`src/rtl/game_pkg.sv`:
```
// Shared types and constants for the volcano flight game controller.
// Optional pause support is selected with the GAME_SEQ_PAUSE_EN macro.
package game_pkg;

  localparam int unsigned POS_W      = 10;
  localparam int unsigned SUM_W      = POS_W + 1;
  localparam int unsigned SCREEN_TOP = 40;
  localparam int unsigned SCREEN_BOT = 400;

`ifdef GAME_SEQ_PAUSE_EN
  localparam int unsigned STATE_W = 3;
`else
  localparam int unsigned STATE_W = 2;
`endif

  typedef logic [SUM_W-1:0] sum_t;

  typedef enum logic [2:0] {
    ST_IDLE  = 3'd0,
    ST_PLAY  = 3'd1,
    ST_HIT   = 3'd2,
    ST_OVER  = 3'd3,
    ST_PAUSE = 3'd4
  } state_e;

  // 1-D interval overlap: [a_lo, a_lo+a_len) meets [b_lo, b_lo+b_len).
  // Operands are one bit wider than a position, so the sums cannot wrap.
  function automatic logic span_hit(input sum_t a_lo, input sum_t a_len,
                                    input sum_t b_lo, input sum_t b_len);
    return (a_lo < b_lo + b_len) && (a_lo + a_len > b_lo);
  endfunction

endpackage

```
`src/rtl/game_sequencer_if.sv`:
```
// Bundle of game_sequencer inputs/outputs. The pause line exists only when
// GAME_SEQ_PAUSE_EN is defined.
interface game_sequencer_if;
  import game_pkg::*;

  logic               start;
`ifdef GAME_SEQ_PAUSE_EN
  logic               pause;
`endif
  logic [POS_W-1:0]   plane_y;
  logic [POS_W-1:0]   lava_x;
  logic [POS_W-1:0]   lava_y;
  logic [POS_W-1:0]   mtn1_x;
  logic [POS_W-1:0]   mtn1_y;
  logic [POS_W-1:0]   mtn2_x;
  logic [POS_W-1:0]   mtn2_y;
  logic               pass_inc;
  logic               move_tick;
  logic               game_over;
  logic [STATE_W-1:0] state;
  logic [1:0]         lives;
  logic [7:0]         score;

  // Driver side (board / bench).
  modport master (
    output start,
`ifdef GAME_SEQ_PAUSE_EN
    output pause,
`endif
    output plane_y, lava_x, lava_y, mtn1_x, mtn1_y, mtn2_x, mtn2_y, pass_inc,
    input  move_tick, game_over, state, lives, score
  );

  // Sequencer side.
  modport slave (
    input  start,
`ifdef GAME_SEQ_PAUSE_EN
    input  pause,
`endif
    input  plane_y, lava_x, lava_y, mtn1_x, mtn1_y, mtn2_x, mtn2_y, pass_inc,
    output move_tick, game_over, state, lives, score
  );

endinterface

```
`src/rtl/game_sequencer_tick_divider.sv`:
```
// Free-running divider: tick is high for one cycle out of every TICK_DIV.
module tick_divider #(
  parameter int unsigned TICK_DIV = 833333
) (
  input  logic clk,
  input  logic resetn,
  output logic tick
);

  localparam int unsigned CNT_W = (TICK_DIV > 1) ? $clog2(TICK_DIV) : 1;

  logic [CNT_W-1:0] cnt_q;

  assign tick = (cnt_q == CNT_W'(TICK_DIV - 1));

  // Count 0..TICK_DIV-1 and wrap on the tick cycle.
  always_ff @(posedge clk or negedge resetn) begin
    if (!resetn) begin
      cnt_q <= '0;
    end else if (tick) begin
      cnt_q <= '0;
    end else begin
      cnt_q <= cnt_q + 1'b1;
    end
  end

endmodule

```
`src/rtl/game_sequencer.sv`:
```
// Top-level game controller: movement tick, plane/obstacle collision check,
// game FSM (idle/play/hit/over), lives and score. Defining GAME_SEQ_PAUSE_EN
// adds a pause input and a PAUSE state (encoding 4, 3-bit state output).
module game_sequencer
  import game_pkg::*;
#(
  parameter int unsigned TICK_DIV  = 833333,
  parameter int unsigned LIVES     = 3,
  parameter int unsigned HIT_TICKS = 30,
  parameter int unsigned PLANE_X   = 40,
  parameter int unsigned PLANE_W   = 32,
  parameter int unsigned PLANE_H   = 16,
  parameter int unsigned OBJ_W     = 16
) (
  input  logic           clk,
  input  logic           resetn,
  game_sequencer_if.slave gs
);

  localparam int unsigned HIT_W = $clog2(HIT_TICKS + 1);

  state_e           state_q;
  logic             game_over_q;
  logic [1:0]       lives_q;
  logic [7:0]       score_q;
  logic [HIT_W-1:0] hit_cnt_q;
  logic             start_q;
  logic             start_rise;
  logic             move_tick;
  logic             x_lava, x_mtn1, x_mtn2;
  logic             lava_hit, mtn1_hit, mtn2_hit, collide;

  tick_divider #(
    .TICK_DIV(TICK_DIV)
  ) u_tick (
    .clk   (clk),
    .resetn(resetn),
    .tick  (move_tick)
  );

  assign start_rise = gs.start & ~start_q;

`ifdef GAME_SEQ_PAUSE_EN
  logic pause_q;
  logic pause_rise;
  assign pause_rise = gs.pause & ~pause_q;
`endif

  // Bounding-box overlap; mountains extend from their peak to the screen bottom.
  always_comb begin
    x_lava   = span_hit(sum_t'(gs.lava_x), sum_t'(OBJ_W), sum_t'(PLANE_X), sum_t'(PLANE_W));
    x_mtn1   = span_hit(sum_t'(gs.mtn1_x), sum_t'(OBJ_W), sum_t'(PLANE_X), sum_t'(PLANE_W));
    x_mtn2   = span_hit(sum_t'(gs.mtn2_x), sum_t'(OBJ_W), sum_t'(PLANE_X), sum_t'(PLANE_W));
    lava_hit = x_lava &&
               span_hit(sum_t'(gs.lava_y), sum_t'(OBJ_W), sum_t'(gs.plane_y), sum_t'(PLANE_H));
    mtn1_hit = x_mtn1 && (sum_t'(gs.plane_y) + sum_t'(PLANE_H) > sum_t'(gs.mtn1_y));
    mtn2_hit = x_mtn2 && (sum_t'(gs.plane_y) + sum_t'(PLANE_H) > sum_t'(gs.mtn2_y));
    collide  = lava_hit | mtn1_hit | mtn2_hit;
  end

  // Game FSM with registered game_over, lives, score and hit-freeze counter.
  always_ff @(posedge clk or negedge resetn) begin
    if (!resetn) begin
      state_q     <= ST_IDLE;
      game_over_q <= 1'b1;
      lives_q     <= 2'(LIVES);
      score_q     <= '0;
      hit_cnt_q   <= '0;
      start_q     <= 1'b0;
`ifdef GAME_SEQ_PAUSE_EN
      pause_q     <= 1'b0;
`endif
    end else begin
      start_q <= gs.start;
`ifdef GAME_SEQ_PAUSE_EN
      pause_q <= gs.pause;
`endif
      unique case (state_q)
        ST_IDLE: begin
          if (start_rise) begin
            state_q     <= ST_PLAY;
            game_over_q <= 1'b0;
            lives_q     <= 2'(LIVES);
            score_q     <= '0;
          end
        end
        ST_PLAY: begin
          // A pass in the collision cycle still scores.
          if (gs.pass_inc && (score_q != 8'hFF)) begin
            score_q <= score_q + 8'd1;
          end
`ifdef GAME_SEQ_PAUSE_EN
          if (pause_rise) begin
            state_q     <= ST_PAUSE;
            game_over_q <= 1'b1;
          end else
`endif
          if (move_tick && collide) begin
            state_q     <= ST_HIT;
            game_over_q <= 1'b1;
            lives_q     <= lives_q - 2'd1;
            hit_cnt_q   <= '0;
          end
        end
        ST_HIT: begin
          if (move_tick) begin
            if (hit_cnt_q == HIT_W'(HIT_TICKS - 1)) begin
              if (lives_q == 2'd0) begin
                state_q <= ST_OVER;
              end else begin
                state_q     <= ST_PLAY;
                game_over_q <= 1'b0;
              end
            end else begin
              hit_cnt_q <= hit_cnt_q + 1'b1;
            end
          end
        end
        ST_OVER: begin
          // Back to idle only; a fresh start edge is needed to play again.
          if (start_rise) begin
            state_q <= ST_IDLE;
          end
        end
`ifdef GAME_SEQ_PAUSE_EN
        ST_PAUSE: begin
          if (pause_rise) begin
            state_q     <= ST_PLAY;
            game_over_q <= 1'b0;
          end
        end
`endif
        default: begin
          state_q     <= ST_IDLE;
          game_over_q <= 1'b1;
        end
      endcase
    end
  end

  assign gs.move_tick = move_tick;
  assign gs.game_over = game_over_q;
  assign gs.state     = state_q[STATE_W-1:0];
  assign gs.lives     = lives_q;
  assign gs.score     = score_q;

endmodule
```
`src/flat_wrapper.sv`:
```
// flat-port wrapper written by rule: the top's interface ports become plain ports
module game_sequencer_flat import game_pkg::*;
#(
  parameter int unsigned TICK_DIV  = 833333,
  parameter int unsigned LIVES     = 3,
  parameter int unsigned HIT_TICKS = 30,
  parameter int unsigned PLANE_X   = 40,
  parameter int unsigned PLANE_W   = 32,
  parameter int unsigned PLANE_H   = 16,
  parameter int unsigned OBJ_W     = 16
)
  (clk, resetn, gs_start, gs_plane_y, gs_lava_x, gs_lava_y, gs_mtn1_x, gs_mtn1_y, gs_mtn2_x, gs_mtn2_y, gs_pass_inc, gs_move_tick, gs_game_over, gs_state, gs_lives, gs_score);
  game_sequencer_if gs_i ();
  input  logic clk;
  input  logic resetn;
  input wire logic [$bits(gs_i.start)-1:0] gs_start;
  input wire logic [$bits(gs_i.plane_y)-1:0] gs_plane_y;
  input wire logic [$bits(gs_i.lava_x)-1:0] gs_lava_x;
  input wire logic [$bits(gs_i.lava_y)-1:0] gs_lava_y;
  input wire logic [$bits(gs_i.mtn1_x)-1:0] gs_mtn1_x;
  input wire logic [$bits(gs_i.mtn1_y)-1:0] gs_mtn1_y;
  input wire logic [$bits(gs_i.mtn2_x)-1:0] gs_mtn2_x;
  input wire logic [$bits(gs_i.mtn2_y)-1:0] gs_mtn2_y;
  input wire logic [$bits(gs_i.pass_inc)-1:0] gs_pass_inc;
  output wire logic [$bits(gs_i.move_tick)-1:0] gs_move_tick;
  output wire logic [$bits(gs_i.game_over)-1:0] gs_game_over;
  output wire logic [$bits(gs_i.state)-1:0] gs_state;
  output wire logic [$bits(gs_i.lives)-1:0] gs_lives;
  output wire logic [$bits(gs_i.score)-1:0] gs_score;
  assign gs_i.start = gs_start;
  assign gs_i.plane_y = gs_plane_y;
  assign gs_i.lava_x = gs_lava_x;
  assign gs_i.lava_y = gs_lava_y;
  assign gs_i.mtn1_x = gs_mtn1_x;
  assign gs_i.mtn1_y = gs_mtn1_y;
  assign gs_i.mtn2_x = gs_mtn2_x;
  assign gs_i.mtn2_y = gs_mtn2_y;
  assign gs_i.pass_inc = gs_pass_inc;
  assign gs_move_tick = gs_i.move_tick;
  assign gs_game_over = gs_i.game_over;
  assign gs_state = gs_i.state;
  assign gs_lives = gs_i.lives;
  assign gs_score = gs_i.score;
  game_sequencer #(.TICK_DIV(TICK_DIV), .LIVES(LIVES), .HIT_TICKS(HIT_TICKS), .PLANE_X(PLANE_X), .PLANE_W(PLANE_W), .PLANE_H(PLANE_H), .OBJ_W(OBJ_W)) u_core (.clk(clk), .resetn(resetn), .gs(gs_i));
endmodule
```
`config.mk`:
```
export PLATFORM = sky130hd
export DESIGN_NAME = game_sequencer_flat
export DESIGN_NICKNAME = d
export VERILOG_FILES = /design/src/rtl/game_pkg.sv /design/src/rtl/game_sequencer_if.sv /design/src/rtl/game_sequencer_tick_divider.sv /design/src/rtl/game_sequencer.sv /design/src/flat_wrapper.sv
export SDC_FILE = /design/constraint.sdc
export NUM_CORES = 1
export LEC_CHECK = 0
export CELL_PAD_IN_SITES_DETAIL_PLACEMENT = 1
export CELL_PAD_IN_SITES_GLOBAL_PLACEMENT = 2
export CORE_UTILIZATION = 26
export DETAILED_ROUTE_END_ITERATION = 10
export PLACE_DENSITY_LB_ADDON = 0.1
export SKIP_CTS_REPAIR_TIMING = 1
export SLEW_MARGIN = 10
export SYNTH_ARGS = -nofsm -noshare
export SYNTH_HDL_FRONTEND = slang
export SYNTH_HIERARCHICAL = 1
export SYNTH_SLANG_ARGS = --single-unit
```
`constraint.sdc`:
```
create_clock -name clk -period 2.2 [get_ports clk]
set_input_delay 0.33 -clock clk [delete_from_list [all_inputs] [get_ports clk]]
set_output_delay 0.33 -clock clk [all_outputs]
set_load 0.005 [all_outputs]
```
* After elaboration in Yosys (flattened, before gate mapping)
Index checks and enable logic that the tools add are counted.
Operators by class: $add $sub $neg 9, bitwise operators 5, mux-type cells 24, order comparisons 10, shifts and indexed selects 0, eq/ne operators 14, multiply operators 0, reductions and logical operators 18, div/mod/pow operators 0
Operators by type and width (number):
- 10-bit by 5-bit adder with 11-bit output (second input constant) | 5
- 11-bit by 10-bit > comparator with 1-bit output | 3
- 11-bit by 6-bit > comparator with 1-bit output (second input constant) | 3
- 10-bit by 7-bit < comparator with 1-bit output (second input constant) | 3
- 20-bit by 1-bit adder with 20-bit output (second input constant) | 1
- 20-bit equality test (second input constant) | 1
- 20-bit 2-to-1 mux | 1
- 8-bit 2-to-1 mux | 2
- 8-bit one-hot mux with 2 select lines | 1
- 3-bit 2-to-1 mux | 5
- 5-bit 2-to-1 mux | 3
- 2-bit by 1-bit inequality test with 1-bit output (second input constant) | 6
- 3-bit one-hot mux with 4 select lines | 1
- 10-bit by 11-bit < comparator with 1-bit output | 1
- 5-bit one-hot mux with 2 select lines | 1
- 1-bit logical AND | 9
- 8-bit by 1-bit adder with 8-bit output (second input constant) | 1
- 8-bit inequality test (second input constant) | 1
- 3-bit by 2-bit equality test with 1-bit output (second input constant) | 2
- 2-bit 2-to-1 mux | 3
- 3-bit AND reduction | 2
- 6-bit AND reduction | 1
- 5-bit by 1-bit adder with 5-bit output (second input constant) | 1
- 5-bit equality test (second input constant) | 1
- 14 further kinds | 22
Storage, ports and cells: output and inout bits 14, input bits 74, latch bits 0, ROM bits 0, memories 0, memory bits (writable) 0, register bits after elaboration 40

* Logic depth before layout (Yosys ltp)
depth in word-level cells 9, gate-level depth with buffers 12

* By module
Netlist, hierarchy kept.
By module, submodules not included:
- game_sequencer | cells an instance 296, area an instance 2418.6 um^2, seq. area each 479.2 um^2, instances 1
- tick_divider | cells an instance 98, area an instance 1027.2 um^2, seq. area each 500.5 um^2, instances 1

* Worst setup path after synthesis
No wires, ideal clock.
path kind input port to flip-flop, start input gs_plane_y[4], end register u_core.hit_cnt_q[3], arrival 2306 ps, path buffers 0, slack -247 ps, library setup time 141 ps, stages 12, cell sequence ha_1 nand3_2 xnor2_1 inv_1 ha_1 a21o_1 a21oi_1 o21ai_1 nor4_2 a22oi_2 a211oi_4 o22ai_1
Between the ends: cells in the longest elaborated chain, start to end 9, elaborated cells on any way between the ends 14, classes of those cells add/sub: 1; order compare: 4; eq/ne: 1; bitwise: 2; reduce/logical: 6
RTL lines:
- start: declaration | RTL line flat_wrapper.sv:17 | input wire logic [$bits(gs_i.plane_y)-1:0] gs_plane_y;
- 10-bit by 5-bit adder with 11-bit output | RTL line game_pkg.sv:30, game_sequencer.sv:56, game_sequencer.sv:57
- 10-bit by 11-bit < comparator with 1-bit output | RTL line game_pkg.sv:30 | return (a_lo < b_lo + b_len) && (a_lo + a_len > b_lo);
- 1-bit logical AND | RTL line game_pkg.sv:30
- 1-bit logical AND | RTL line game_sequencer.sv:54 | lava_hit = x_lava &&
- 1-bit OR | RTL line game_sequencer.sv:58 | collide = lava_hit | mtn1_hit | mtn2_hit;
- 1-bit OR * | RTL line game_sequencer.sv:58
- 1-bit logical AND * | RTL line game_sequencer.sv:98 | if (move_tick && collide) begin
- 2-bit by 1-bit inequality test with 1-bit output (no line) *
- 4-bit AND reduction (no line) *
- end signal: assignment | RTL line game_sequencer.sv:115 | hit_cnt_q <= hit_cnt_q + 1'b1;
- end: declaration | RTL line game_sequencer.sv:26 | logic [HIT_W-1:0] hit_cnt_q;
Every way passes the cells marked *; elsewhere a longest branch is shown, timed or not. A chain may end at the register's enable or synchronous reset.

* Final worst setup path
start input gs_plane_y[4], end register u_core.hit_cnt_q[4]
Same word-level chain as after synthesis.

==> impl_metrics.csv <==
group,metric,value,unit
yosys,synth_nets,521,
clock_network,clk-insertion-delay-late,0.28,ns
global_routing,grt_pass1_vias,3548,
power_and_ir_drop,leakagePower,0.002560,uW
timing,finalMaxSlewViolations,0,
place,portBuffers,87,
power_and_ir_drop,p_per_area,418.1,nW/um2
yosys,synth_edf_count,0,
setup_path,cp.required,2.36,ns
floorplan,core,12770,um2
power_and_ir_drop,p_sw_share,27.87,%
detailed_routing,drt_first_pass_iters,4,
clock_network,cts_tree,"built",
place,gp_congestion,0.7494,
setup_path,reg2reg_depth,10,
detailed_routing,postRouteAntennaNets,0,
timing,finalWorstSetupSlack,-0.2687,ns
cells_and_area,nFillCells,1488,
yosys,synthArstFlopShare,100.0,%
setup_path,cp_cell_sequence,"buf_8 > buf_6 > inv_12 > nor3_4 > nand3_2 > xnor2_2 > buf_4 > buf_4 > ha_1 > nand4_1 > o22ai_1 > a221o_1 > a211oi_4 > buf_4 > o22ai_2",
global_routing,gr-usage-met1,18.84,%
status,status,"finished with violations",
setup_path,cpPeakStageDelay,0.42,ns
detailed_routing,drc_errors,0,
setup_path,critPathMaxFanout,4,
clock_network,clkTransAtPathRegs,0.06,ns
floorplan,row_count,41,
setup_path,rr_endpoint,"u_core/gs.lives[0]",
clock_network,cts.sink_count,39,
timing,setup_viol,10,
timing,min_period,2.469,ns
cells_and_area,area_growth,57.08,%
setup_path,crit_path_end_kind,"flop",
setup_path,reg2reg_from,"u_core/u_tick/cnt_q[1]",
setup_path,slowest_stage,"a221o_1",
yosys,synth_top_area_share,26.14,%
worst_hold_path,min_path_type,"primary input to asynchronous set/reset pin",
cells_and_area,antenna_cells,0,
yosys,synth_area_leaders,"dfrtp_1, ha_1, inv_1, xnor2_1, nand3_1",
timing,worstMarginPinSlew,0.4183,ns
run,drv_cap,0,
global_routing,antenna_found_initial,0,
detailed_routing,first_iter_violations,67,
clock_network,clockBufferDepth,2,
clock_network,cts_buffers,5,
yosys,netlist_area,3446,um2
timing,clock_skew,0.002322,ns
power_and_ir_drop,max-vdd-ir-drop,0.2262,mV
setup_path,worst_path_most_repeated_cell,"buf_4",
power_and_ir_drop,seqPwrFrac,35.1,%
setup_path,reg2reg_slack,0,ns
floorplan,start_util,26.98,%
global_routing,grtUsageMet3,1.751,%
timing,rsz0062_at_grt,"yes",
floorplan,dieArea,13720,um2
power_and_ir_drop,power_frac_comb,30.9,%
timing,fmax,405.1,MHz
detailed_routing,wl,10750,um
status,violations,"negative hold slack, negative setup slack",
detailed_routing,vias_per_cell,4.692,
global_routing,grtUsageTotal,15.80,%
clock_network,cts_root_buffer,"clkbuf_16",
yosys,synthFlopType,"dfrtp_1",
yosys,synth-seq-cells,39,
clock_network,htreeDepth,2,
timing,timing.hold.ws,-0.02440,ns
setup_path,path_delay_family,"compound AO/OA/AOI/OAI gates",
power_and_ir_drop,p_int,1633,uW
timing,hold_violations,13,
setup_path,cp_num_buf_inv,6,
yosys,ys_types,63,
yosys,yosys.area.top_type,"dfrtp_1",
yosys,synth-seq-area-share,28.43,%
global_routing,grt-busiest-layer,"met2",
timing,maxSlewHeadroom,71.40,%
power_and_ir_drop,p_clk_share,34.0,%
yosys,syn_inst,394,
setup_path,cp-start-kind,"primary input",
setup_path,crit_arrival,2.63,ns
place,place_ws,-1.209,ns
yosys,ys_warn_count,6,
yosys,syn_avg_cell_area,8.746,um2
setup_path,path_class,"primary input to flop",
floorplan,ioPinCount,88,
detailed_routing,avgRoutedWirePerCell,14.85,um
cells_and_area,drive_gt1_share,23.55,%
floorplan,die_x,117.1,um
detailed_routing,vias,3397,
global_routing,grt-ovfl-total,0,
global_routing,grt_pass1_wl,16870,um
place,hpwl,8887,um
global_routing,grt_max_degree,19,
power_and_ir_drop,p_switching,630.7,uW
floorplan,die_y,117.1,um
timing,fin_crit_sh,112.2,%
cells_and_area,nets,678,
global_routing,grt.met2_usage,29.55,%
[layout make-up]
cell class / count / area (um2) / area share, %
Sequential cell: 39 / 979.7 / 18.10
Timing Repair Buffer: 154 / 1385 / 25.59
Inverter: 55 / 221.5 / 4.092
Tap cell: 172 / 215.2 / 3.976
Multi-Input combinational cell: 296 / 2455 / 45.35
Clock buffer: 8 / 156.4 / 2.890
[cell usage after synthesis (5+ instances only)]
library cell	n
a211oi_1	5
dfrtp_1	36
and3_1	5
o22ai_1	6
a21o_1	9
nor2b_1	5
inv_1	52
nand4_1	13
nor3_1	5
a21oi_1	13
nand3_1	25
o21ai_0	15
xor2_1	8
nand2_1	22
xnor2_1	20
ha_1	53
nor2_1	26
[cells by family after synthesis]
logic type	after synthesis	share of synthesized area, %
buffers and inverters	59	6.500
adders and majority gates	53	19.24
and+or+nand+nor	132	21.31
muxes	4	1.235
xor gates and xnor gates	28	7.117
AOI/OAI and AO/OA	79	16.16
DFF	39	28.43
[sequential cells by signal, indices dropped and copies added (netlist names)]
name                 cells
u_core/gs.score          8
u_core/hit_cnt_q         5
u_core/start_q           1
u_core/state_q           2
u_core/gs.lives          2
u_core/u_tick/cnt_q     20
u_core/gs.game_over      1
[worst max path at each step]
stage | slack (ns) | cells past startpoint | endpoint | startpoint
after floorplan | -0.16 | 11 | u_core/hit_cnt_q[1] | gs_plane_y[4]
after global placement | -1.10 | 15 | u_core/state_q[1] | gs_plane_y[4]
after detailed placement | -1.21 | 15 | u_core/gs.lives[1] | gs_plane_y[4]
after CTS | -0.92 | 15 | u_core/gs.lives[1] | gs_plane_y[4]
after global routing | -0.41 | 13 | u_core/hit_cnt_q[4] | gs_plane_y[6]
final | -0.27 | 15 | u_core/hit_cnt_q[4] | gs_plane_y[4]
[cells in the final DEF (no fill, tap or decap), types with 5 or more instances in the layout]
master / n
inv_1: 49
buf_4: 66
dfrtp_1: 36
nor2b_1: 5
nand2_1: 21
a21o_1: 9
ha_1: 49
clkdlybuf4s50_1: 72
dlymetal6s2s_1: 8
clkbuf_16: 5
nand4_1: 13
xnor2_1: 17
nand3_1: 22
xor2_1: 8
a21oi_1: 10
nor2_1: 25
o21ai_0: 12
o22ai_1: 5
[power by group through the flow]
stage / logic, uW / registers [uW] / clock network, uW
after global placement: 641 / 808 / 0
after floorplan: 275 / 795 / 0
after detailed placement: 658 / 809 / 0
after CTS: 663 / 797 / 800
after global routing: 778 / 802 / 822
final: 700 / 795 / 769
[worst reg2reg max path, stage by stage, from the launching register on]
cell	delay (ns)
dfrtp_1	0.38
inv_1	0.06
ha_1	0.14
nor4bb_2	0.26
nand4_1	0.21
nor2_4	0.19
buf_4	0.14
nand2_1	0.12
o21a_1	0.15
a311o_1	0.35
mux2i_1	0.14
[per-stage QoR]
step                cell area [um2]  utilization (%)  total power [uW]  setup TNS [ns]  std cells
global placement               5034            39.41              1449          -10.44        710
global route                   5413            42.37              2402          -3.604        724
detailed placement             5034            39.41              1468          -11.29        710
finish                         5413            42.37              2263          -2.233        724
CTS                            5190            40.63              2259          -8.714        718
floorplan                      3512                -              1070          -1.062        394
[per-layer routing]
metal | wire length (um) | up-vias | share of wire [%]
met5 | 0 | - | 0
met4 | 178 | 0 | 1.7
met3 | 259 | 13 | 2.4
met2 | 5694 | 55 | 53
met1 | 4616 | 1616 | 43
li1 | - | 1713 | -
Note: power is estimated with default switching activity, not from simulation.
